`config.mk`:
```
export PLATFORM = sky130hd
export DESIGN_NAME = uart_core_flat
export DESIGN_NICKNAME = d
export VERILOG_FILES = /design/src/rtl/uart_pkg.sv /design/src/rtl/uart_core_if.sv /design/src/rtl/uart_sync_fifo.sv /design/src/rtl/uart_core.sv /design/src/flat_wrapper.sv
export SDC_FILE = /design/constraint.sdc
export NUM_CORES = 1
export LEC_CHECK = 0
export ABC_AREA = 1
export BUFFER_PORTS_ARGS = -buffer_cell sky130_fd_sc_hd__buf_2
export CORE_MARGIN = 2
export CORE_UTILIZATION = 49
export DETAILED_ROUTE_END_ITERATION = 6
export PLACE_DENSITY = 0.71
export SYNTH_ARGS = -nofsm -noshare
export SYNTH_HDL_FRONTEND = slang
export SYNTH_HIERARCHICAL = 1
export SYNTH_SLANG_ARGS = --single-unit
```
`constraint.sdc`:
```
create_clock -name i_clk -period 3.1 [get_ports i_clk]
set_input_delay 0.155 -clock i_clk [delete_from_list [all_inputs] [get_ports i_clk]]
set_output_delay 0.155 -clock i_clk [all_outputs]
set_load 0.02 [all_outputs]
```
`src/rtl/uart_pkg.sv`:
```
// uart_pkg: shared types and helpers for the uart_core slice.
// TX/RX state encodings and the bit-period calculation used to size the
// baud counters.
package uart_pkg;

  typedef enum logic [1:0] {
    TX_IDLE,
    TX_START,
    TX_DATA,
    TX_STOP
  } tx_state_t;

  typedef enum logic [1:0] {
    RX_IDLE,
    RX_START,
    RX_DATA,
    RX_STOP
  } rx_state_t;

  // Clock cycles per serial bit; integer division, remainder discarded.
  function automatic int clks_per_bit(input int sys_clk_hz, input int baud);
    return sys_clk_hz / baud;
  endfunction

endpackage

```
`src/rtl/uart_core_if.sv`:
```
// uart_core_if: parallel byte-stream client handshake for uart_core.
// master = client side, slave = the UART core.
interface uart_core_if #(
  parameter int DataLength = 8
);

  logic [DataLength-1:0] i_tx_data;
  logic                  i_tx_req;
  logic                  o_tx_rdy;
  logic [DataLength-1:0] o_rx_data;
  logic                  i_rx_req;
  logic                  o_rx_rdy;
  logic                  o_rx_error;

  modport master (
    output i_tx_data, i_tx_req, i_rx_req,
    input  o_tx_rdy, o_rx_data, o_rx_rdy, o_rx_error
  );

  modport slave (
    input  i_tx_data, i_tx_req, i_rx_req,
    output o_tx_rdy, o_rx_data, o_rx_rdy, o_rx_error
  );

endinterface

```
`src/rtl/uart_sync_fifo.sv`:
```
// uart_sync_fifo: single-clock FIFO with first-word fall-through read.
// o_rd_data shows the head entry while not empty; once drained it keeps
// showing the last entry that was popped (zero after reset).
// Writes while full and reads while empty are ignored.
module uart_sync_fifo #(
  parameter int DataLength = 8,
  parameter int FifoDepth  = 8
) (
  input  logic                  i_clk,
  input  logic                  i_rst,
  input  logic                  i_wr_en,
  input  logic [DataLength-1:0] i_wr_data,
  input  logic                  i_rd_en,
  output logic [DataLength-1:0] o_rd_data,
  output logic                  o_full,
  output logic                  o_empty
);

  localparam int AW = $clog2(FifoDepth);
  localparam logic [AW:0] PTR_ONE = (AW+1)'(1);

  logic [DataLength-1:0] mem [FifoDepth];
  logic [AW:0]           wr_ptr;
  logic [AW:0]           rd_ptr;
  logic [DataLength-1:0] last_q;
  logic                  wr_fire;
  logic                  rd_fire;

  // Extra pointer MSB distinguishes full from empty when indices match.
  assign o_empty = (wr_ptr == rd_ptr);
  assign o_full  = (wr_ptr[AW] != rd_ptr[AW]) &&
                   (wr_ptr[AW-1:0] == rd_ptr[AW-1:0]);
  assign wr_fire = i_wr_en & ~o_full;
  assign rd_fire = i_rd_en & ~o_empty;

  // Read/write pointers.
  always_ff @(posedge i_clk or posedge i_rst) begin
    if (i_rst) begin
      wr_ptr <= '0;
      rd_ptr <= '0;
    end else begin
      if (wr_fire) wr_ptr <= wr_ptr + PTR_ONE;
      if (rd_fire) rd_ptr <= rd_ptr + PTR_ONE;
    end
  end

  // Storage array; contents are only meaningful behind valid pointers.
  always_ff @(posedge i_clk) begin
    if (wr_fire) mem[wr_ptr[AW-1:0]] <= i_wr_data;
  end

  // Last popped entry, shown on the read port while the FIFO is empty.
  always_ff @(posedge i_clk or posedge i_rst) begin
    if (i_rst) begin
      last_q <= '0;
    end else if (rd_fire) begin
      last_q <= mem[rd_ptr[AW-1:0]];
    end
  end

  assign o_rd_data = o_empty ? last_q : mem[rd_ptr[AW-1:0]];

endmodule

```
`src/rtl/uart_core.sv`:
```
// uart_core: full-duplex 8N1 UART with TX/RX FIFOs and optional RTS/CTS.
// Optional build macro UART_LOOPBACK_EN adds i_loopback, which routes o_tx
// into the RX synchronizer in place of i_rx.
module uart_core
  import uart_pkg::*;
#(
  parameter int DataLength      = 8,
  parameter int FifoDepth       = 8,
  parameter int BaudRate        = 115200,
  parameter int SystemClockFreq = 133_000_000,
  parameter int FlowControl     = 1
) (
  input  logic        i_clk,
  input  logic        i_rst,
  uart_core_if.slave  bus,
  input  logic        i_rx,
  output logic        o_tx,
  input  logic        i_cts,
  output logic        o_rts
`ifdef UART_LOOPBACK_EN
  ,
  input  logic        i_loopback
`endif
);

  localparam int CPB  = clks_per_bit(SystemClockFreq, BaudRate);
  localparam int HALF = CPB / 2;
  localparam int CW   = $clog2(CPB);
  localparam int BW   = (DataLength > 1) ? $clog2(DataLength) : 1;

  localparam logic [CW-1:0] CNT_ONE  = CW'(1);
  localparam logic [CW-1:0] CNT_LAST = CW'(CPB - 1);
  localparam logic [CW-1:0] CNT_HALF = CW'(HALF - 1);
  localparam logic [BW-1:0] BIT_ONE  = BW'(1);
  localparam logic [BW-1:0] BIT_LAST = BW'(DataLength - 1);

  // ---------------- input synchronizers ----------------
  logic       rx_src;
  logic [1:0] rx_sync;
  logic [1:0] cts_sync;
  logic       rx_s;
  logic       cts_s;
  logic       tx_q;

`ifdef UART_LOOPBACK_EN
  assign rx_src = i_loopback ? tx_q : i_rx;
`else
  assign rx_src = i_rx;
`endif

  // Two-flop synchronizers; RX resets to idle-high, CTS to "not permitted".
  always_ff @(posedge i_clk or posedge i_rst) begin
    if (i_rst) begin
      rx_sync  <= 2'b11;
      cts_sync <= 2'b00;
    end else begin
      rx_sync  <= {rx_sync[0], rx_src};
      cts_sync <= {cts_sync[0], i_cts};
    end
  end

  assign rx_s  = rx_sync[1];
  assign cts_s = cts_sync[1];

  // ---------------- FIFOs ----------------
  logic [DataLength-1:0] tx_head;
  logic                  tx_full;
  logic                  tx_empty;
  logic                  tx_pop;
  logic [DataLength-1:0] rx_shift;
  logic                  rx_full;
  logic                  rx_empty;
  logic                  rx_push;

  uart_sync_fifo #(
    .DataLength (DataLength),
    .FifoDepth  (FifoDepth)
  ) u_tx_fifo (
    .i_clk     (i_clk),
    .i_rst     (i_rst),
    .i_wr_en   (bus.i_tx_req),
    .i_wr_data (bus.i_tx_data),
    .i_rd_en   (tx_pop),
    .o_rd_data (tx_head),
    .o_full    (tx_full),
    .o_empty   (tx_empty)
  );

  uart_sync_fifo #(
    .DataLength (DataLength),
    .FifoDepth  (FifoDepth)
  ) u_rx_fifo (
    .i_clk     (i_clk),
    .i_rst     (i_rst),
    .i_wr_en   (rx_push),
    .i_wr_data (rx_shift),
    .i_rd_en   (bus.i_rx_req),
    .o_rd_data (bus.o_rx_data),
    .o_full    (rx_full),
    .o_empty   (rx_empty)
  );

  assign bus.o_tx_rdy = ~tx_full;
  assign bus.o_rx_rdy = ~rx_empty;
  assign o_rts        = (FlowControl != 0) ? ~rx_full : 1'b1;

  // ---------------- transmitter ----------------
  tx_state_t             tx_state;
  tx_state_t             tx_state_nx;
  logic [CW-1:0]         tx_cnt;
  logic [CW-1:0]         tx_cnt_nx;
  logic [BW-1:0]         tx_bit;
  logic [BW-1:0]         tx_bit_nx;
  logic [DataLength-1:0] tx_shift;
  logic [DataLength-1:0] tx_shift_nx;
  logic                  tx_nx;
  logic                  tx_go;

  // Flow control is sampled only here, so a CTS drop mid-frame lets it finish.
  assign tx_go = ~tx_empty & ((FlowControl == 0) | cts_s);

  // TX next-state: pop into the shift register, then start/data/stop bits.
  always_comb begin
    tx_state_nx = tx_state;
    tx_cnt_nx   = tx_cnt + CNT_ONE;
    tx_bit_nx   = tx_bit;
    tx_shift_nx = tx_shift;
    tx_pop      = 1'b0;
    tx_nx       = 1'b1;
    unique case (tx_state)
      TX_IDLE: begin
        tx_cnt_nx = '0;
        if (tx_go) begin
          tx_pop      = 1'b1;
          tx_shift_nx = tx_head;
          tx_state_nx = TX_START;
        end
      end
      TX_START: begin
        if (tx_cnt == CNT_LAST) begin
          tx_cnt_nx   = '0;
          tx_bit_nx   = '0;
          tx_state_nx = TX_DATA;
        end
      end
      TX_DATA: begin
        if (tx_cnt == CNT_LAST) begin
          tx_cnt_nx   = '0;
          tx_shift_nx = tx_shift >> 1;
          if (tx_bit == BIT_LAST) tx_state_nx = TX_STOP;
          else                    tx_bit_nx   = tx_bit + BIT_ONE;
        end
      end
      TX_STOP: begin
        if (tx_cnt == CNT_LAST) begin
          tx_cnt_nx   = '0;
          tx_state_nx = TX_IDLE;
        end
      end
      default: tx_state_nx = TX_IDLE;
    endcase
    // Line level is registered from the next state so o_tx is glitch-free.
    case (tx_state_nx)
      TX_START: tx_nx = 1'b0;
      TX_DATA:  tx_nx = tx_shift_nx[0];
      default:  tx_nx = 1'b1;
    endcase
  end

  // TX control registers; reset forces the line back to idle at once.
  always_ff @(posedge i_clk or posedge i_rst) begin
    if (i_rst) begin
      tx_state <= TX_IDLE;
      tx_cnt   <= '0;
      tx_bit   <= '0;
      tx_q     <= 1'b1;
    end else begin
      tx_state <= tx_state_nx;
      tx_cnt   <= tx_cnt_nx;
      tx_bit   <= tx_bit_nx;
      tx_q     <= tx_nx;
    end
  end

  // TX shift register (data path, no reset).
  always_ff @(posedge i_clk) begin
    tx_shift <= tx_shift_nx;
  end

  assign o_tx = tx_q;

  // ---------------- receiver ----------------
  rx_state_t             rx_state;
  rx_state_t             rx_state_nx;
  logic [CW-1:0]         rx_cnt;
  logic [CW-1:0]         rx_cnt_nx;
  logic [BW-1:0]         rx_bit;
  logic [BW-1:0]         rx_bit_nx;
  logic [DataLength-1:0] rx_shift_nx;
  logic                  rx_err;
  logic                  rx_err_set;

  // RX next-state: qualify start at half bit, sample at bit centres.
  always_comb begin
    rx_state_nx = rx_state;
    rx_cnt_nx   = rx_cnt + CNT_ONE;
    rx_bit_nx   = rx_bit;
    rx_shift_nx = rx_shift;
    rx_push     = 1'b0;
    rx_err_set  = 1'b0;
    unique case (rx_state)
      RX_IDLE: begin
        rx_cnt_nx = '0;
        if (!rx_s) rx_state_nx = RX_START;
      end
      RX_START: begin
        if (rx_cnt == CNT_HALF) begin
          rx_cnt_nx = '0;
          if (!rx_s) begin
            rx_bit_nx   = '0;
            rx_state_nx = RX_DATA;
          end else begin
            rx_state_nx = RX_IDLE;
          end
        end
      end
      RX_DATA: begin
        if (rx_cnt == CNT_LAST) begin
          rx_cnt_nx   = '0;
          rx_shift_nx = {rx_s, rx_shift[DataLength-1:1]};
          if (rx_bit == BIT_LAST) rx_state_nx = RX_STOP;
          else                    rx_bit_nx   = rx_bit + BIT_ONE;
        end
      end
      RX_STOP: begin
        if (rx_cnt == CNT_LAST) begin
          rx_cnt_nx   = '0;
          rx_state_nx = RX_IDLE;
          // Bad stop bit (framing) or no room (overrun) both drop the byte.
          if (rx_s && !rx_full) rx_push    = 1'b1;
          else                  rx_err_set = 1'b1;
        end
      end
      default: rx_state_nx = RX_IDLE;
    endcase
  end

  // RX control registers and sticky error flag.
  always_ff @(posedge i_clk or posedge i_rst) begin
    if (i_rst) begin
      rx_state <= RX_IDLE;
      rx_cnt   <= '0;
      rx_bit   <= '0;
      rx_err   <= 1'b0;
    end else begin
      rx_state <= rx_state_nx;
      rx_cnt   <= rx_cnt_nx;
      rx_bit   <= rx_bit_nx;
      if (rx_err_set) rx_err <= 1'b1;
    end
  end

  // RX shift register (data path, no reset).
  always_ff @(posedge i_clk) begin
    rx_shift <= rx_shift_nx;
  end

  assign bus.o_rx_error = rx_err;

endmodule

```
`src/flat_wrapper.sv`:
```
// flat-port wrapper written by rule: the top's interface ports become plain ports
module uart_core_flat import uart_pkg::*;
#(
  parameter int DataLength      = 8,
  parameter int FifoDepth       = 8,
  parameter int BaudRate        = 115200,
  parameter int SystemClockFreq = 133_000_000,
  parameter int FlowControl     = 1
)
  (i_clk, i_rst, i_rx, o_tx, i_cts, o_rts, bus_i_tx_data, bus_i_tx_req, bus_i_rx_req, bus_o_tx_rdy, bus_o_rx_data, bus_o_rx_rdy, bus_o_rx_error);
  uart_core_if #(.DataLength(DataLength)) bus_i ();
  input  logic i_clk;
  input  logic i_rst;
  input  logic i_rx;
  output logic o_tx;
  input  logic i_cts;
  output logic o_rts;
  input wire logic [$bits(bus_i.i_tx_data)-1:0] bus_i_tx_data;
  input wire logic [$bits(bus_i.i_tx_req)-1:0] bus_i_tx_req;
  input wire logic [$bits(bus_i.i_rx_req)-1:0] bus_i_rx_req;
  output wire logic [$bits(bus_i.o_tx_rdy)-1:0] bus_o_tx_rdy;
  output wire logic [$bits(bus_i.o_rx_data)-1:0] bus_o_rx_data;
  output wire logic [$bits(bus_i.o_rx_rdy)-1:0] bus_o_rx_rdy;
  output wire logic [$bits(bus_i.o_rx_error)-1:0] bus_o_rx_error;
  assign bus_i.i_tx_data = bus_i_tx_data;
  assign bus_i.i_tx_req = bus_i_tx_req;
  assign bus_i.i_rx_req = bus_i_rx_req;
  assign bus_o_tx_rdy = bus_i.o_tx_rdy;
  assign bus_o_rx_data = bus_i.o_rx_data;
  assign bus_o_rx_rdy = bus_i.o_rx_rdy;
  assign bus_o_rx_error = bus_i.o_rx_error;
  uart_core #(.DataLength(DataLength), .FifoDepth(FifoDepth), .BaudRate(BaudRate), .SystemClockFreq(SystemClockFreq), .FlowControl(FlowControl)) u_core (.i_clk(i_clk), .i_rst(i_rst), .bus(bus_i), .i_rx(i_rx), .o_tx(o_tx), .i_cts(i_cts), .o_rts(o_rts));
endmodule
```
==> run_summary.xml <==
<?xml version="1.0" encoding="UTF-8"?>
<metrics>
  <group name="global_routing">
    <metric name="overflow" unit="">0</metric>
    <metric name="grt_pass1_vias" unit="">6892</metric>
    <metric name="grt_start_max_net_pins" unit="">37</metric>
    <metric name="global_route_wire_length_before_repair" unit="mm">33.40</metric>
    <metric name="globalRouteTotalUtil" unit="%">18.70</metric>
    <metric name="antenna_found_initial" unit="">0</metric>
  </group>
  <group name="layout">
    <metric name="multiInputGateArea" unit="um2">3344</metric>
    <metric name="combined_flip_flop_and_latch_cell_area" unit="um2">6070</metric>
    <metric name="antenna_cells" unit="">0</metric>
    <metric name="final_cell_count_no_fill" unit="">1490</metric>
    <metric name="design.final.nets" unit="">1225</metric>
    <metric name="area_growth_syn_to_layout" unit="%">12.92</metric>
    <metric name="post_route_cell_area" unit="um2">11700</metric>
    <metric name="layout.filler_cells" unit="">1831</metric>
    <metric name="drive_gt1_share" unit="%">12.59</metric>
    <metric name="final_util" unit="%">56.03</metric>
  </group>
  <group name="sta">
    <metric name="period_minus_slack" unit="ns">2.630</metric>
    <metric name="layout_worst_path_cycle_share" unit="%">84.85</metric>
    <metric name="timing_worst_slew_pin_value" unit="ns">0.7025</metric>
    <metric name="maxClockFrequency" unit="GHz">0.3802</metric>
    <metric name="endpoints_failing_hold" unit="">0</metric>
    <metric name="grt_setup_unrepaired" unit="">no</metric>
    <metric name="tns" unit="ns">0</metric>
    <metric name="clock-skew-final" unit="ns">0.01261</metric>
    <metric name="hold-worst-slack" unit="ns">0.1063</metric>
    <metric name="setup-violations-final" unit="">0</metric>
    <metric name="final_max_slew_viol_count" unit="">0</metric>
    <metric name="relative_slew_slack" unit="%">53.00</metric>
  </group>
  <group name="route">
    <metric name="detail_route.first_pass.iterations" unit="">5</metric>
    <metric name="drc_marker_count_from_the_first_detailed_route_iteration" unit="">419</metric>
    <metric name="avgRoutedWirePerCell" unit="um">13.44</metric>
    <metric name="detailroute.via_count" unit="">7224</metric>
    <metric name="drc_errors" unit="">0</metric>
    <metric name="detail_route.wirelength" unit="mm">20.02</metric>
    <metric name="detail-route-antenna-nets" unit="">0</metric>
    <metric name="via_per_inst" unit="">4.848</metric>
  </group>
  <group name="place">
    <metric name="io_buffers" unit="">26</metric>
    <metric name="placed_cell_area" unit="um2">10750</metric>
    <metric name="place_congestion" unit="">0.8206</metric>
    <metric name="placed_cells" unit="">1435</metric>
    <metric name="dp_hpwl" unit="mm">13.16</metric>
  </group>
  <group name="floorplanning">
    <metric name="die_area" unit="um2">22330</metric>
    <metric name="ioPinCount" unit="">27</metric>
    <metric name="die_w" unit="um">149.4</metric>
    <metric name="floorplan.die.height" unit="um">149.4</metric>
    <metric name="floorplan_core_area" unit="um2">20890</metric>
    <metric name="initial_utilization" unit="%">49.62</metric>
    <metric name="fp-row-count" unit="">53</metric>
  </group>
  <group name="synthesis">
    <metric name="asyncSetResetFlopFracSynth" unit="%">32.71</metric>
    <metric name="syn_avg_cell_area" unit="um2">9.021</metric>
    <metric name="netlist-cell-type-count" unit="">39</metric>
    <metric name="synth_seq_area_share" unit="%">58.56</metric>
    <metric name="number_of_flops_mapped_to_enable_cells_by_yosys" unit="">143</metric>
    <metric name="postSynthCellCount" unit="">1149</metric>
    <metric name="synth-warning-count" unit="">6</metric>
    <metric name="post-synth-top-area-cell" unit="">edfxtp_1</metric>
    <metric name="synthDominantCellAreaShare" unit="%">41.43</metric>
    <metric name="post_synth_main_area_contributors" unit="">edfxtp_1 41%, dfrtp_1 16%, nand2_1 15%, inv_1 6.5%, nand3_1 5.0%</metric>
    <metric name="synthFlopType" unit="">edfxtp_1</metric>
    <metric name="ys_seq_elements" unit="">214</metric>
    <metric name="syn_nets" unit="">1176</metric>
    <metric name="post_synth_instance_area" unit="um2">10360</metric>
  </group>
  <group name="critical_path">
    <metric name="cp_slowest_cell" unit="">dfrtp_1</metric>
    <metric name="worst-r2r-cell-count" unit="">9</metric>
    <metric name="arrival" unit="ns">2.77</metric>
    <metric name="worstSetupStartpoint" unit="">u_core/u_rx_fifo/rd_ptr[2]</metric>
    <metric name="timing.critical_path.cells" unit="">inv_2 -&gt; nand2_1 -&gt; nand2_2 -&gt; nand4_2 -&gt; inv_1 -&gt; nor3_1 -&gt; buf_4 -&gt; nand3_1 -&gt; nor2_1</metric>
    <metric name="worst-endpoint-required" unit="ns">3.24</metric>
    <metric name="regToRegStartpoint" unit="">u_core/u_rx_fifo/rd_ptr[2]</metric>
    <metric name="path_delay_family" unit="">simple AND/OR/NAND/NOR gates</metric>
    <metric name="setup.worst_path.class" unit="">flop to flop</metric>
    <metric name="worstSetupStartpointType" unit="">flop</metric>
    <metric name="critical_path_cell_count" unit="">9</metric>
    <metric name="critPathMaxStageDelay" unit="ns">0.59</metric>
    <metric name="setup.worst_path.end_class" unit="">flop</metric>
    <metric name="worst_path_buf_inv" unit="">3</metric>
    <metric name="worstPathMaxFanout" unit="">13</metric>
  </group>
  <group name="power">
    <metric name="vdd_ir_max" unit="V">0.0004954</metric>
    <metric name="leakage_power" unit="uW">0.005536</metric>
    <metric name="power_per_cell_area" unit="nW/um2">689.0</metric>
  </group>
  <group name="cts">
    <metric name="cts_setup_buffers" unit="">0</metric>
    <metric name="cts.repair.resized" unit="">0</metric>
    <metric name="clock_tree_from_tritoncts" unit="">yes</metric>
    <metric name="insertion_delay" unit="ns">0.51</metric>
    <metric name="cts.hold.buffers_added" unit="">13</metric>
    <metric name="clock_sinks" unit="">214</metric>
    <metric name="clk_root_buffer_cell" unit="">clkbuf_16</metric>
    <metric name="ctsHtreeMaxLevel" unit="">1</metric>
    <metric name="clockBufferDepth" unit="">3</metric>
    <metric name="cts_inserted_buffers" unit="">23</metric>
    <metric name="path_clk_slew" unit="ns">0.06</metric>
  </group>
  <group name="flow_run">
    <metric name="max_cap_violations" unit="">0</metric>
  </group>
  <group name="min_path">
    <metric name="hold_path_class" unit="">input pin to asynchronous set/reset pin</metric>
  </group>
  <group name="outcome">
    <metric name="outcome" unit="">complete, no violations</metric>
  </group>
</metrics>
## logic make-up after synthesis
group                      count (synthesis)  share of synthesized area (%)
AOI/OAI and AO/OA                         24                          1.593
xor gates and xnor gates                  18                          1.521
adders and majority gates                 13                          1.569
buffers and inverters                    230                          9.174
DFF                                      214                          58.56
and+or+nand+nor                          650                          27.58
## flip-flops by register name, indices dropped and copies added, names as in the netlist, 8 cells and up, named ones only
name	cells
u_core/u_rx_fifo/mem	64
u_core/u_tx_fifo/mem	64
u_core/rx_cnt	11
u_core/tx_cnt	11
u_core/rx_shift	8
u_core/tx_shift	8
u_core/u_rx_fifo/last_q	8
u_core/u_tx_fifo/last_q	8
## cell usage after synthesis (all sizes together) (4+ instances only)
| cell type | n |
|---|---|
| edfxtp | 143 |
| xnor2 | 4 |
| xor2 | 14 |
| ha | 13 |
| nand4 | 9 |
| dfrtp | 67 |
| nor2 | 73 |
| a22o | 6 |
| nand3 | 108 |
| nand2 | 440 |
| nor3 | 16 |
| inv | 197 |
| o21ai | 11 |
| buf | 30 |
## worst reg2reg max path, cell delays in order, from the launching register on
cell and delay (ns):
dfrtp_1 0.59, inv_2 0.16, nand2_1 0.10, nand2_2 0.07
nand4_2 0.16, inv_1 0.09, nor3_1 0.18, buf_4 0.17
nand3_1 0.17, nor2_1 0.58
## power by group
| group | internal (uW) | total (uW) | switching [uW] |
|---|---|---|---|
| combinational | 528 | 1650 | 1130 |
| sequential | 3310 | 3490 | 181 |
| clock | 1850 | 2920 | 1060 |
## through the flow
step	setup WS, ns	total power (uW)
2_1_floorplan	0.8231	4795
3_3_place_gp	0.6099	5156
3_5_place_dp	0.5072	5190
4_1_cts	0.4894	8133
5_1_grt	0.2982	8524
6_report	0.4698	8064
## layout make-up
class	count	share of cell area (%)
Multi-Input combinational cell	705	28.58
Timing Repair Buffer	54	3.186
Sequential cell	214	51.86
Clock inverter	10	1.539
Clock buffer	32	5.463
Inverter	200	6.436
Tap cell	275	2.940
## cell usage in the layout, fill, tap and decap left out, types with 5 or more instances in the layout
| master | instances |
|---|---|
| nand3_1 | 104 |
| inv_1 | 179 |
| a22o_1 | 6 |
| o21ai_1 | 5 |
| clkbuf_16 | 23 |
| xor2_1 | 14 |
| clkbuf_1 | 6 |
| nand2_2 | 13 |
| nor2_2 | 14 |
| buf_2 | 26 |
| dlygate4sd3_1 | 13 |
| nand2_1 | 423 |
| nand4_1 | 6 |
| buf_4 | 15 |
| bufinv_16 | 5 |
| nor2_4 | 8 |
| edfxtp_1 | 143 |
| nor2_1 | 51 |
| inv_2 | 18 |
| nor3_1 | 11 |
| ha_1 | 13 |
| dfrtp_1 | 67 |
## worst paths after layout
kind	to	slack (ns)
worst max-delay path	u_core/u_rx_fifo/mem[2][4]	0.47
worst min-delay path	u_core/bus.o_rx_error	0.11
worst max register to register	u_core/u_rx_fifo/mem[2][4]	0.47
worst min register to register	u_core/cts_sync[1]	0.36
max in group asynchronous	u_core/rx_sync[1]	2.31
min in group i_clk	u_core/cts_sync[0]	0.29
## per-layer routing
metal  vias to the layer above  GRT usage (%)  wire length (um)
li1                       3687              -                 -
met1                      3341          24.88              8849
met2                       152          31.28              9519
met3                        44          2.835              1015
met4                         0          6.762               638
met5                         -              0                 0
(Power assumes the default switching activity.)
